==> src/rtl/uart_rx_fifo_if.sv <==
// Bus bundle between uart_rx_fifo and its environment: byte capture side, FWFT consumer side,
// occupancy and overflow status. The master drives the inputs of the FIFO, the slave is the FIFO.
interface uart_rx_fifo_if #(
    parameter int DATA_WIDTH = 8,
    parameter int DEPTH_LOG2 = 4
);
    logic [DATA_WIDTH-1:0] rx_data;
    logic                  rx_ready;
    logic [DATA_WIDTH-1:0] out_data;
    logic                  out_valid;
    logic                  out_ready;
    logic [DEPTH_LOG2:0]   level;
    logic                  full;
    logic                  overflow;
    logic                  clr_ovf;
    logic [7:0]            drop_count;

    modport master (
        output rx_data,
        output rx_ready,
        output out_ready,
        output clr_ovf,
        input  out_data,
        input  out_valid,
        input  level,
        input  full,
        input  overflow,
        input  drop_count
    );

    modport slave (
        input  rx_data,
        input  rx_ready,
        input  out_ready,
        input  clr_ovf,
        output out_data,
        output out_valid,
        output level,
        output full,
        output overflow,
        output drop_count
    );
endinterface

==> src/rtl/uart_rx_fifo.sv <==
// uart_rx_fifo: captures each rising edge of uart_rx.ready into a first-word-fall-through circular FIFO.
// Define UART_RX_FIFO_DROP_CNT_EN to build the saturating drop counter; otherwise drop_count reads 0.
module uart_rx_fifo #(
    parameter int DATA_WIDTH = 8,
    parameter int DEPTH_LOG2 = 4
) (
    input logic           clk,
    input logic           rst_n,
    uart_rx_fifo_if.slave bus
);
    localparam int DEPTH = 1 << DEPTH_LOG2;
    localparam logic [DEPTH_LOG2:0] L_FULL_LEVEL = (DEPTH_LOG2 + 1)'(DEPTH);

    logic [DATA_WIDTH-1:0] r_mem [DEPTH];
    logic [DEPTH_LOG2-1:0] r_wrPtr;
    logic [DEPTH_LOG2-1:0] r_rdPtr;
    logic [DEPTH_LOG2:0]   r_level;
    logic                  r_rxReadyQ;
    logic                  r_overflow;

    logic w_push;
    logic w_pop;
    logic w_full;
    logic w_outValid;
    logic w_write;
    logic w_ovfEvent;

    assign w_full     = (r_level == L_FULL_LEVEL);
    assign w_outValid = (r_level != '0);
    assign w_push     = bus.rx_ready & ~r_rxReadyQ;
    assign w_pop      = w_outValid & bus.out_ready;
    // A simultaneous pop frees the slot, so a push into a full FIFO is only dropped without a pop.
    assign w_write    = w_push & (~w_full | w_pop);
    assign w_ovfEvent = w_push & w_full & ~w_pop;

    always_ff @(posedge clk or negedge rst_n) begin
        if (!rst_n) begin
            r_rxReadyQ <= 1'b1;
        end else begin
            r_rxReadyQ <= bus.rx_ready;
        end
    end

    always_ff @(posedge clk) begin
        if (w_write) begin
            r_mem[r_wrPtr] <= bus.rx_data;
        end
    end

    always_ff @(posedge clk or negedge rst_n) begin
        if (!rst_n) begin
            r_wrPtr <= '0;
            r_rdPtr <= '0;
        end else begin
            if (w_write) begin
                r_wrPtr <= r_wrPtr + DEPTH_LOG2'(1);
            end
            if (w_pop) begin
                r_rdPtr <= r_rdPtr + DEPTH_LOG2'(1);
            end
        end
    end

    always_ff @(posedge clk or negedge rst_n) begin
        if (!rst_n) begin
            r_level <= '0;
        end else begin
            case ({w_write, w_pop})
                2'b10:   r_level <= r_level + (DEPTH_LOG2 + 1)'(1);
                2'b01:   r_level <= r_level - (DEPTH_LOG2 + 1)'(1);
                default: r_level <= r_level;
            endcase
        end
    end

    always_ff @(posedge clk or negedge rst_n) begin
        if (!rst_n) begin
            r_overflow <= 1'b0;
        end else if (w_ovfEvent) begin
            r_overflow <= 1'b1;
        end else if (bus.clr_ovf) begin
            r_overflow <= 1'b0;
        end
    end

`ifdef UART_RX_FIFO_DROP_CNT_EN
    logic [7:0] r_dropCount;

    // A drop in the same cycle as a clear restarts the count at one rather than zero.
    always_ff @(posedge clk or negedge rst_n) begin
        if (!rst_n) begin
            r_dropCount <= '0;
        end else if (w_ovfEvent) begin
            if (bus.clr_ovf) begin
                r_dropCount <= 8'd1;
            end else if (r_dropCount != 8'hFF) begin
                r_dropCount <= r_dropCount + 8'd1;
            end
        end else if (bus.clr_ovf) begin
            r_dropCount <= '0;
        end
    end

    assign bus.drop_count = r_dropCount;
`else
    assign bus.drop_count = '0;
`endif

    assign bus.out_data  = r_mem[r_rdPtr];
    assign bus.out_valid = w_outValid;
    assign bus.level     = r_level;
    assign bus.full      = w_full;
    assign bus.overflow  = r_overflow;
endmodule

==> src/flat_wrapper.sv <==
// flat-port wrapper written by rule: the top's interface ports become plain ports
module uart_rx_fifo_flat 
#(
    parameter int DATA_WIDTH = 8,
    parameter int DEPTH_LOG2 = 4
)
  (clk, rst_n, bus_rx_data, bus_rx_ready, bus_out_ready, bus_clr_ovf, bus_out_data, bus_out_valid, bus_level, bus_full, bus_overflow, bus_drop_count);
  uart_rx_fifo_if #(.DATA_WIDTH(DATA_WIDTH), .DEPTH_LOG2(DEPTH_LOG2)) bus_i ();
  input logic clk;
  input logic rst_n;
  input wire logic [$bits(bus_i.rx_data)-1:0] bus_rx_data;
  input wire logic [$bits(bus_i.rx_ready)-1:0] bus_rx_ready;
  input wire logic [$bits(bus_i.out_ready)-1:0] bus_out_ready;
  input wire logic [$bits(bus_i.clr_ovf)-1:0] bus_clr_ovf;
  output wire logic [$bits(bus_i.out_data)-1:0] bus_out_data;
  output wire logic [$bits(bus_i.out_valid)-1:0] bus_out_valid;
  output wire logic [$bits(bus_i.level)-1:0] bus_level;
  output wire logic [$bits(bus_i.full)-1:0] bus_full;
  output wire logic [$bits(bus_i.overflow)-1:0] bus_overflow;
  output wire logic [$bits(bus_i.drop_count)-1:0] bus_drop_count;
  assign bus_i.rx_data = bus_rx_data;
  assign bus_i.rx_ready = bus_rx_ready;
  assign bus_i.out_ready = bus_out_ready;
  assign bus_i.clr_ovf = bus_clr_ovf;
  assign bus_out_data = bus_i.out_data;
  assign bus_out_valid = bus_i.out_valid;
  assign bus_level = bus_i.level;
  assign bus_full = bus_i.full;
  assign bus_overflow = bus_i.overflow;
  assign bus_drop_count = bus_i.drop_count;
  uart_rx_fifo #(.DATA_WIDTH(DATA_WIDTH), .DEPTH_LOG2(DEPTH_LOG2)) u_core (.clk(clk), .rst_n(rst_n), .bus(bus_i));
endmodule
==> config.mk <==
export PLATFORM = sky130hd
export DESIGN_NAME = uart_rx_fifo_flat
export DESIGN_NICKNAME = d
export VERILOG_FILES = /design/src/rtl/uart_rx_fifo_if.sv /design/src/rtl/uart_rx_fifo.sv /design/src/flat_wrapper.sv
export SDC_FILE = /design/constraint.sdc
export NUM_CORES = 1
export LEC_CHECK = 0
export CAP_MARGIN = 25
export CORE_MARGIN = 2
export CORE_UTILIZATION = 59
export DETAILED_ROUTE_END_ITERATION = 8
export GPL_TIMING_DRIVEN = 0
export HOLD_SLACK_MARGIN = 0.08
export PLACE_DENSITY = 0.82
export SYNTH_ARGS = -nofsm -noshare
export SYNTH_HDL_FRONTEND = slang
export SYNTH_SLANG_ARGS = --single-unit
==> constraint.sdc <==
create_clock -name clk -period 3.2 [get_ports clk]
set_clock_uncertainty 0.2 [all_clocks]
set_input_delay 0.32 -clock clk [delete_from_list [all_inputs] [get_ports clk]]
set_output_delay 0.32 -clock clk [all_outputs]
set_load 0.02 [all_outputs]
Yosys cells after proc, flatten, opt, wreduce, memory -nomap -nowiden
Memories as Yosys holds them, arrays and structs flattened. Index checks and enable logic that the tools add are counted.

Multiplexer cells: 5. Bitwise operators: 9. $add $sub $neg: 4. Equality and inequality tests: 3. Reductions and logical operators: 3.

Operator list (count): 5-bit case mux with 2 select lines (1); 4-bit by 1-bit adder with 4-bit output, second input constant (2); 5-bit by 1-bit adder with 5-bit output, second input constant (1); 1-bit AND (5); 5-bit equality test, second input constant (1); 5-bit nonzero test (1); 5-bit by 1-bit subtractor with 5-bit output, second input constant (1); 1-bit 2-to-1 mux (4); 2-bit nonzero test (2); 1-bit inverter (3); 2-bit by 1-bit equality test with 1-bit output, second input constant (1); 2-bit equality test, second input constant (1); 1-bit bitwise OR (1).

Register bits after elaboration: 15. Output and inout port bits: 24. Memory bits (writable): 128. Bits of input ports: 13. Word-level logic and storage cells: 30. Memories kept: 1.

Memories: u_core.r_mem (depth 16, bits a word 8, read ports 1, clocked after Yosys merged registers in 0, write ports 1, line uart_rx_fifo.sv:14) `logic [DATA_WIDTH-1:0] r_mem [DEPTH];`.

Depth between registers and ports, before layout
Gate-level depths: netlist of run 1.

Depth after elaboration: 6. Mapped depth: 8. Depth with buffers taken out: 7.

Worst setup path after synthesis of run 1
OpenSTA, ideal clock, no wires.

Path kind: reg2reg. Start: register u_core.r_level[4] (netlist: u_core.bus.level[4]). End: register u_core.r_level[3] (netlist: u_core.bus.level[3]). Arrival: 2.558 ns. Library setup time: 0.139 ns. Slack: 0.303 ns. Required time: 2.861 ns. Buffers on the path: 1. Period minus slack after synthesis: 2.897 ns. Cell stages (with the launch flop): 9. Cell sequence: dfrtp_1 -> clkbuf_1 -> inv_1 -> a211oi_1 -> ha_1 -> and3_1 -> or3_1 -> a32oi_1 -> o211ai_1.

Longest elaborated chain between the ends: 6. Elaborated cells on any way between the ends: 10. Those cells by class: eq/ne: 3; mux: 1; bitwise: 4; reduce/logical: 2.

RTL lines: start, declared (line uart_rx_fifo.sv:17) `logic [DEPTH_LOG2:0] r_level;`; start signal, assigned (line uart_rx_fifo.sv:69) `2'b10: r_level <= r_level + (DEPTH_LOG2 + 1)'(1);`; start signal, assigned (line uart_rx_fifo.sv:70) `2'b01: r_level <= r_level - (DEPTH_LOG2 + 1)'(1);`; start signal, assigned (line uart_rx_fifo.sv:71) `default: r_level <= r_level;`; 5-bit nonzero test or 5-bit equality test (tied branches) (line uart_rx_fifo.sv:29, uart_rx_fifo.sv:28); 1-bit AND or 1-bit inverter (tied branches) (line uart_rx_fifo.sv:31, uart_rx_fifo.sv:33); 1-bit bitwise OR (line uart_rx_fifo.sv:33) `assign w_write = w_push & (~w_full | w_pop);`; 1-bit AND (line uart_rx_fifo.sv:33); 2-bit by 1-bit equality test with 1-bit output or 2-bit equality test (tied branches) (line uart_rx_fifo.sv:68) `case ({w_write, w_pop})`; 5-bit case mux with 2 select lines or 2-bit nonzero test (tied branches).

Several ways; a longest one is shown, not always the timed one. A chain may end at the register's enable or synchronous reset.

Final worst setup path of run 1
Start: register u_core.r_rdPtr[0]. End: output bus_out_data[6].

Longest elaborated chain between the ends: 1.

RTL lines: start, declared (line uart_rx_fifo.sv:16) `logic [DEPTH_LOG2-1:0] r_rdPtr;`; start signal, assigned (line uart_rx_fifo.sv:59) `r_rdPtr <= r_rdPtr + DEPTH_LOG2'(1);`; memory read 16 x 8 bit; end, declared (line flat_wrapper.sv:15) `output wire logic [$bits(bus_i.out_data)-1:0] bus_out_data;`.

No other way between the ends.

==> flow_summary.json, run 1 <==
{
  "endpoint_kind": "output pin",
  "setup_violations": 0,
  "cts_buffer_depth": 2,
  "slew_viol_final": 0,
  "clkTransAtPathRegs_ns": 0.06,
  "cp-startpoint": "u_core.r_rdPtr[0]$_DFFE_PN0P_",
  "power.total_mw": 6.28,
  "gr-total-overflow": 0,
  "whs_path_depth": 2,
  "crit_end": "bus_out_data[6]",
  "dpl_cell_area_um2": 6610,
  "cts-root-buf": "clkbuf_8",
  "synth_cell_types": 51,
  "ant_nets": 0,
  "clock.fmax_ghz": 0.316,
  "synthCells": 313,
  "drt_iter0_drc": 302,
  "grt_max_degree": 17,
  "power_switching_mw": 1.97,
  "pwr-share-seq": 0.375,
  "drc": 0,
  "area_growth_pct": 17.0,
  "fp.coreArea_um2": 10200,
  "vdd_drop_max_mv": 0.461,
  "crit_path_start_kind": "register",
  "track_usage": 0.240,
  "p_leak_nw": 2.51,
  "r2r-end": "u_core.bus.level[3]$_DFFE_PN0P_",
  "clk-insertion-delay-late_ns": 0.52,
  "place_inst": 484,
  "cts_tree": "built",
  "grt_pass1_wl_mm": 18.8,
  "hp-class": "input pin to register",
  "routed_via_density": 6.21,
  "cap_violations": 0,
  "ys.flop_type": "edfxtp_1",
  "diodes": 0,
  "layout-drive-gt1-share": 0.199,
  "reg2reg_slack_ns": 0.19,
  "fin_util": 0.702,
  "netlist_area_um2": 6140,
  "numCtsBuffers": 17,
  "p_per_area_nw_per_um2": 874,
  "die_area_um2": 11200,
  "synth-seq-cells": 143,
  "crit_required_ns": 2.68,
  "comb_power_share": 0.323,
  "setup_ws_ns": 0.0403,
  "yosys_warnings": 0,
  "fp-row-count": 37,
  "first_pass_iters": 5,
  "antenna_found_initial": 1,
  "cts_sinks": 143,
  "slew_headroom": 0.378,
  "min_period_ns": 3.16,
  "syn_area_per_cell_um2": 19.6,
  "status": "finished clean",
  "rsz0062_at_grt": "yes",
  "hpwlAfterDp_mm": 7.50,
  "nets": 390,
  "p_int_mw": 4.31,
  "cts_htree_levels": 4,
  "vias": 3211,
  "wirelength_mm": 12.4,
  "cp_max_fo": 10,
  "final.period_utilization": 0.987,
  "place.gp.congestion": 0.796,
  "synthArstFlopShare": 0.105,
  "numPortBuffers": 28,
  "synth_seq_area_share": 0.688,
  "grt_pass1_vias": 3200,
  "worst_slew_pin_slew_ns": 0.933,
  "regToRegStartpoint": "u_core.bus.level[0]$_DFFE_PN0P_",
  "design_area_um2": 7180,
  "crit_arrival_ns": 2.64,
  "die_h_um": 106,
  "finalNonFillerCells": 517,
  "die_width_um": 106,
  "crit_type": "register to output pin",
  "ios": 37,
  "power.share.clock": 0.302,
  "initial_core_util": 0.600,
  "avgRoutedWirePerCell_um": 24.0,
  "synth-edff-count": 128,
  "dp_slack_ns": -0.410,
  "hold_violations": 0,
  "ff2ff_path_depth": 7,
  "swShare": 0.314
}
-- cells in the mapped netlist, drive strengths merged, types with 2 or more instances --
cell type | count | area, um^2
a21oi | 5 | 28.8
nor2b | 2 | 12.5
nand2 | 12 | 45.0
nand3 | 2 | 10.0
clkbuf | 10 | 37.5
mux4 | 40 | 1010
edfxtp | 128 | 3840
o21ai | 4 | 23.8
inv | 5 | 18.8
and3b | 3 | 26.3
xnor2 | 7 | 61.3
a211oi | 2 | 15.0
nor3 | 4 | 20.0
a21o | 2 | 15.0
mux2i | 2 | 20.0
nand4 | 2 | 12.5
nor2 | 6 | 22.5
and4 | 5 | 43.8
o211ai | 2 | 15.0
dfrtp | 14 | 350
buf | 15 | 123
ha | 8 | 100
and2 | 12 | 75.1
-- registers in the layout, summed over array words and instances (netlist names) --
| register | cells |
|---|---|
| u_core.bus.overflow | 1 |
| u_core.r_rxReadyQ | 1 |
| u_core.r_wrPtr | 4 |
| u_core.r_rdPtr | 4 |
| u_core.bus.level | 5 |
| u_core.r_mem | 128 |
-- metrics by stage --
| stage | setup TNS (ns) | hold slack (ns) |
|---|---|---|
| 4_1_cts | -0.0728 | 0.158 |
| 6_report | 0 | 0.170 |
| 5_1_grt | -0.138 | 0.164 |
| 3_3_place_gp | -0.941 | 0.322 |
| 3_5_place_dp | -1.19 | 0.339 |
| 2_1_floorplan | 0 | -0.176 |
-- layout by cell type, fill, tap and decap left out, types with 6 or more instances in the layout --
| cell type | netlist | layout |
|---|---|---|
| and2_1 | 12 | 12 |
| buf_4 | 8 | 8 |
| clkbuf_1 | 10 | 7 |
| clkbuf_16 | 0 | 16 |
| clkdlybuf4s50_1 | 0 | 20 |
| conb_1 | 1 | 8 |
| dfrtp_1 | 14 | 14 |
| edfxtp_1 | 128 | 128 |
| ha_1 | 8 | 8 |
| mux4_1 | 30 | 22 |
| mux4_2 | 10 | 18 |
| nand2_1 | 12 | 12 |
| nor2_1 | 6 | 6 |
| xnor2_1 | 7 | 7 |
-- power by group through the flow --
stage	Sequential (mW)	Clock, mW	Combinational, mW
after CTS	2.35	1.92	2.01
after global placement	2.36	0	1.99
after floorplan	2.38	0	1.37
after global routing	2.37	1.99	2.17
after detailed placement	2.37	0	2.05
final	2.36	1.90	2.03
-- kinds of logic after synthesis --
family,synth area share
AOI/OAI and AO/OA,0.0277
xor gates and xnor gates,0.0114
adders and majority gates,0.0196
buffers and inverters,0.0292
DFF,0.688
muxes,0.170
other,0.000611
and+or+nand+nor,0.0536
-- worst max-delay path: stages (launching register included) --
cell           delay, ns
dfrtp_1             0.36
buf_6               0.16
buf_6               0.20
mux4_1              0.58
mux4_2              0.48
dlygate4sd2_1       0.34
-- area by class of cell --
class,count,area [um^2]
multi-input combinational,147,1740
buffer,24,169
fill,610,3050
tap,136,170
inverter,5,18.8
timing repair buffer,30,290
sequential,143,4220
clock buffer,18,418
clock inverter,14,156
-- how the worst min path moves through the flow --
stage	startpoint	end
2_1_floorplan	rst_n	u_core.bus.level[0]$_DFFE_PN0P_
3_3_place_gp	u_core.bus.overflow$_DFFE_PN0P_	u_core.bus.overflow$_DFFE_PN0P_
3_5_place_dp	u_core.bus.overflow$_DFFE_PN0P_	u_core.bus.overflow$_DFFE_PN0P_
4_1_cts	bus_clr_ovf	u_core.bus.overflow$_DFFE_PN0P_
5_1_grt	bus_clr_ovf	u_core.bus.overflow$_DFFE_PN0P_
6_report	bus_clr_ovf	u_core.bus.overflow$_DFFE_PN0P_
-- metal layers --
layer / track usage / routed length, um / up-vias
met1: 0.319 / 4960 / 1651
li1: - / - / 1388
met4: 0.0827 / 235 / 0
met5: 0 / 0 / -
met2: 0.385 / 6230 / 149
met3: 0.0730 / 984 / 23
-- repair_timing --
item,in CTS,in global routing
hold buffers,2,0
setup endpoints to repair,8,12
endpoints found under the hold margin,15,0
buffers inserted,0,0
resized for setup,16,13
No activity file was read; power rests on OpenSTA's default activity.
==> inputs of run 2 (changes only) <==
--- a/config.mk
+++ b/config.mk
@@ -8,6 +8,7 @@
 export CAP_MARGIN = 25
 export CORE_MARGIN = 2
 export CORE_UTILIZATION = 59
+export CTS_CLUSTER_SIZE = 25
 export DETAILED_ROUTE_END_ITERATION = 8
 export GPL_TIMING_DRIVEN = 0
 export HOLD_SLACK_MARGIN = 0.08
==> results of run 2 <==
The final DEF is identical to that of run 1; final timing and power are the same.
==> inputs of run 3 (changes only) <==
--- a/config.mk
+++ b/config.mk
@@ -16,3 +16,4 @@
 export SYNTH_ARGS = -nofsm -noshare
 export SYNTH_HDL_FRONTEND = slang
 export SYNTH_SLANG_ARGS = --single-unit
+export TNS_END_PERCENT = 5
==> run 3 against run 2 <==
Compared with the run above: register-to-register slack barely moved; first-iteration DRC count did not move; worst hold slack improved by 0.0029 ns; highest routed layer unchanged.
==> flow_summary.json, run 3 (synthesis results as in run 1) <==
{
  "antenna_found_initial": 1,
  "vdd_drop_max_mv": 0.459,
  "final.period_utilization": 0.986,
  "endpoint_kind": "output pin",
  "status": "finished clean",
  "initial_core_util": 0.600,
  "setup_ws_ns": 0.0440,
  "crit_family": "multiplexers",
  "layout-drive-gt1-share": 0.199,
  "clk-insertion-delay-late_ns": 0.52,
  "worst_slew_pin_slew_ns": 0.936,
  "ant_nets": 0,
  "die_h_um": 106,
  "grt_pass1_wl_mm": 18.8,
  "die_width_um": 106,
  "dp_slack_ns": -0.410,
  "area_growth_pct": 17.0,
  "crit_chain": "buf_6 > buf_6 > mux4_1 > mux4_2 > dlygate4sd2_1",
  "path_buf_inv": 3,
  "crit_path_start_kind": "register",
  "finalNonFillerCells": 517,
  "grt_max_degree": 17,
  "whs_ns": 0.173,
  "numPortBuffers": 28,
  "fin_util": 0.702,
  "mostFrequentLayoutCell": "edfxtp_1",
  "rsz0062_at_grt": "yes",
  "place_inst": 484,
  "hold_violations": 0,
  "slew_headroom": 0.376,
  "final_cell_mix": "edfxtp_1 (128), mux4_1 (22), clkdlybuf4s50_1 (20), mux4_2 (18), clkbuf_16 (16)",
  "wirelength_mm": 12.4,
  "fp.coreArea_um2": 10200,
  "cpMaxStageDelayCell": "mux4_1",
  "cp_common_cell": "buf_6",
  "vias": 3218,
  "met3_usage": 0.0730,
  "drt_iter0_drc": 302,
  "grt.busiest_layer": "met2",
  "tns_ns": 0,
  "cts_buffer_depth": 2,
  "ios": 37,
  "hp-class": "input pin to register",
  "slew_viol_final": 0,
  "cts_htree_levels": 4,
  "cp_max_fo": 10,
  "cts-root-buf": "clkbuf_8",
  "setup_violations": 0,
  "dpl_cell_area_um2": 6610,
  "crit_arrival_ns": 2.64,
  "first_pass_iters": 5,
  "diodes": 0,
  "fp-row-count": 37,
  "numCtsBuffers": 17,
  "met2_usage": 0.385,
  "clock.fmax_ghz": 0.317,
  "nets": 390,
  "p_leak_nw": 2.51,
  "clkTransAtPathRegs_ns": 0.06,
  "hpwlAfterDp_mm": 7.50,
  "cpPeakStageDelay_ns": 0.58,
  "fillerInstances": 611,
  "cts_setup_buffers": 0,
  "die_area_um2": 11200,
  "crit_required_ns": 2.68,
  "power.total_mw": 6.27,
  "place.gp.congestion": 0.796,
  "drc": 0,
  "cts_sinks": 143,
  "grt_util_met1": 0.319,
  "routed_via_density": 6.22,
  "min_period_ns": 3.16,
  "crit_type": "register to output pin",
  "cts_tree": "built",
  "grt_pass1_vias": 3200,
  "cap_violations": 0,
  "design_area_um2": 7180,
  "track_usage": 0.240,
  "top_register": "u_core.r_mem",
  "p_per_area_nw_per_um2": 874,
  "avgRoutedWirePerCell_um": 24.0,
  "gr-total-overflow": 0,
  "largest_reg_flops": 128
}
## run 3: cell count changes in the layout (fill, tap and decap cells not counted)
cell	delta
clkdlybuf4s15_1	-1
dlygate4sd2_1	+1
## run 3: per-layer routing
layer,up-vias,wire [um]
met5,-,0
met4,0,235
met3,22,936
met2,152,6230
met1,1657,5030
li1,1387,-
## run 3: what timing repair did
action / in CTS / in global routing
gates resized for setup: 16 / 12
setup endpoints to repair: 8 / 12
hold endpoints to repair: 15 / 0
gates cloned: 0 / 0
hold buffers: 2 / 0
## run 3: layout make-up
cell class	instances	area (um^2)	share of cell area
Buffer	24	169	0.0235
Clock buffer	18	418	0.0582
Clock inverter	14	156	0.0218
Inverter	5	18.8	0.00261
Multi-Input combinational cell	147	1740	0.242
Sequential cell	143	4220	0.588
Tap cell	136	170	0.0237
Timing Repair Buffer	30	289	0.0403
## run 3: worst register-to-register path, stage by stage (launching register included)
cell,delay [ns]
dfrtp_1,0.48
nor4_4,0.66
a211oi_2,0.26
ha_1,0.39
and3_1,0.19
or3_1,0.37
a32oi_1,0.21
o211ai_1,0.11
## run 3: final timing paths
kind	start	end	slack, ns	cells past startpoint
worst min-delay path	bus_clr_ovf	u_core.bus.overflow$_DFFE_PN0P_	0.17	2
max in group asynchronous	rst_n	u_core.r_wrPtr[3]$_DFFE_PN0P_	1.75	2
worst max register to register	u_core.bus.level[0]$_DFFE_PN0P_	u_core.bus.level[3]$_DFFE_PN0P_	0.19	7
worst min register to register	u_core.bus.overflow$_DFFE_PN0P_	u_core.bus.overflow$_DFFE_PN0P_	0.35	2
worst max-delay path	u_core.r_rdPtr[0]$_DFFE_PN0P_	bus_out_data[6]	0.04	5
min in group asynchronous	rst_n	u_core.bus.level[0]$_DFFE_PN0P_	0.58	2
## run 3: where the power goes
group	leakage, nW	internal (mW)	total (mW)	switching (mW)
logic	0.907	0.973	2.03	1.05
registers	1.33	2.21	2.36	0.148
clock network	0.275	1.12	1.89	0.769
total	2.51	4.30	6.27	1.97
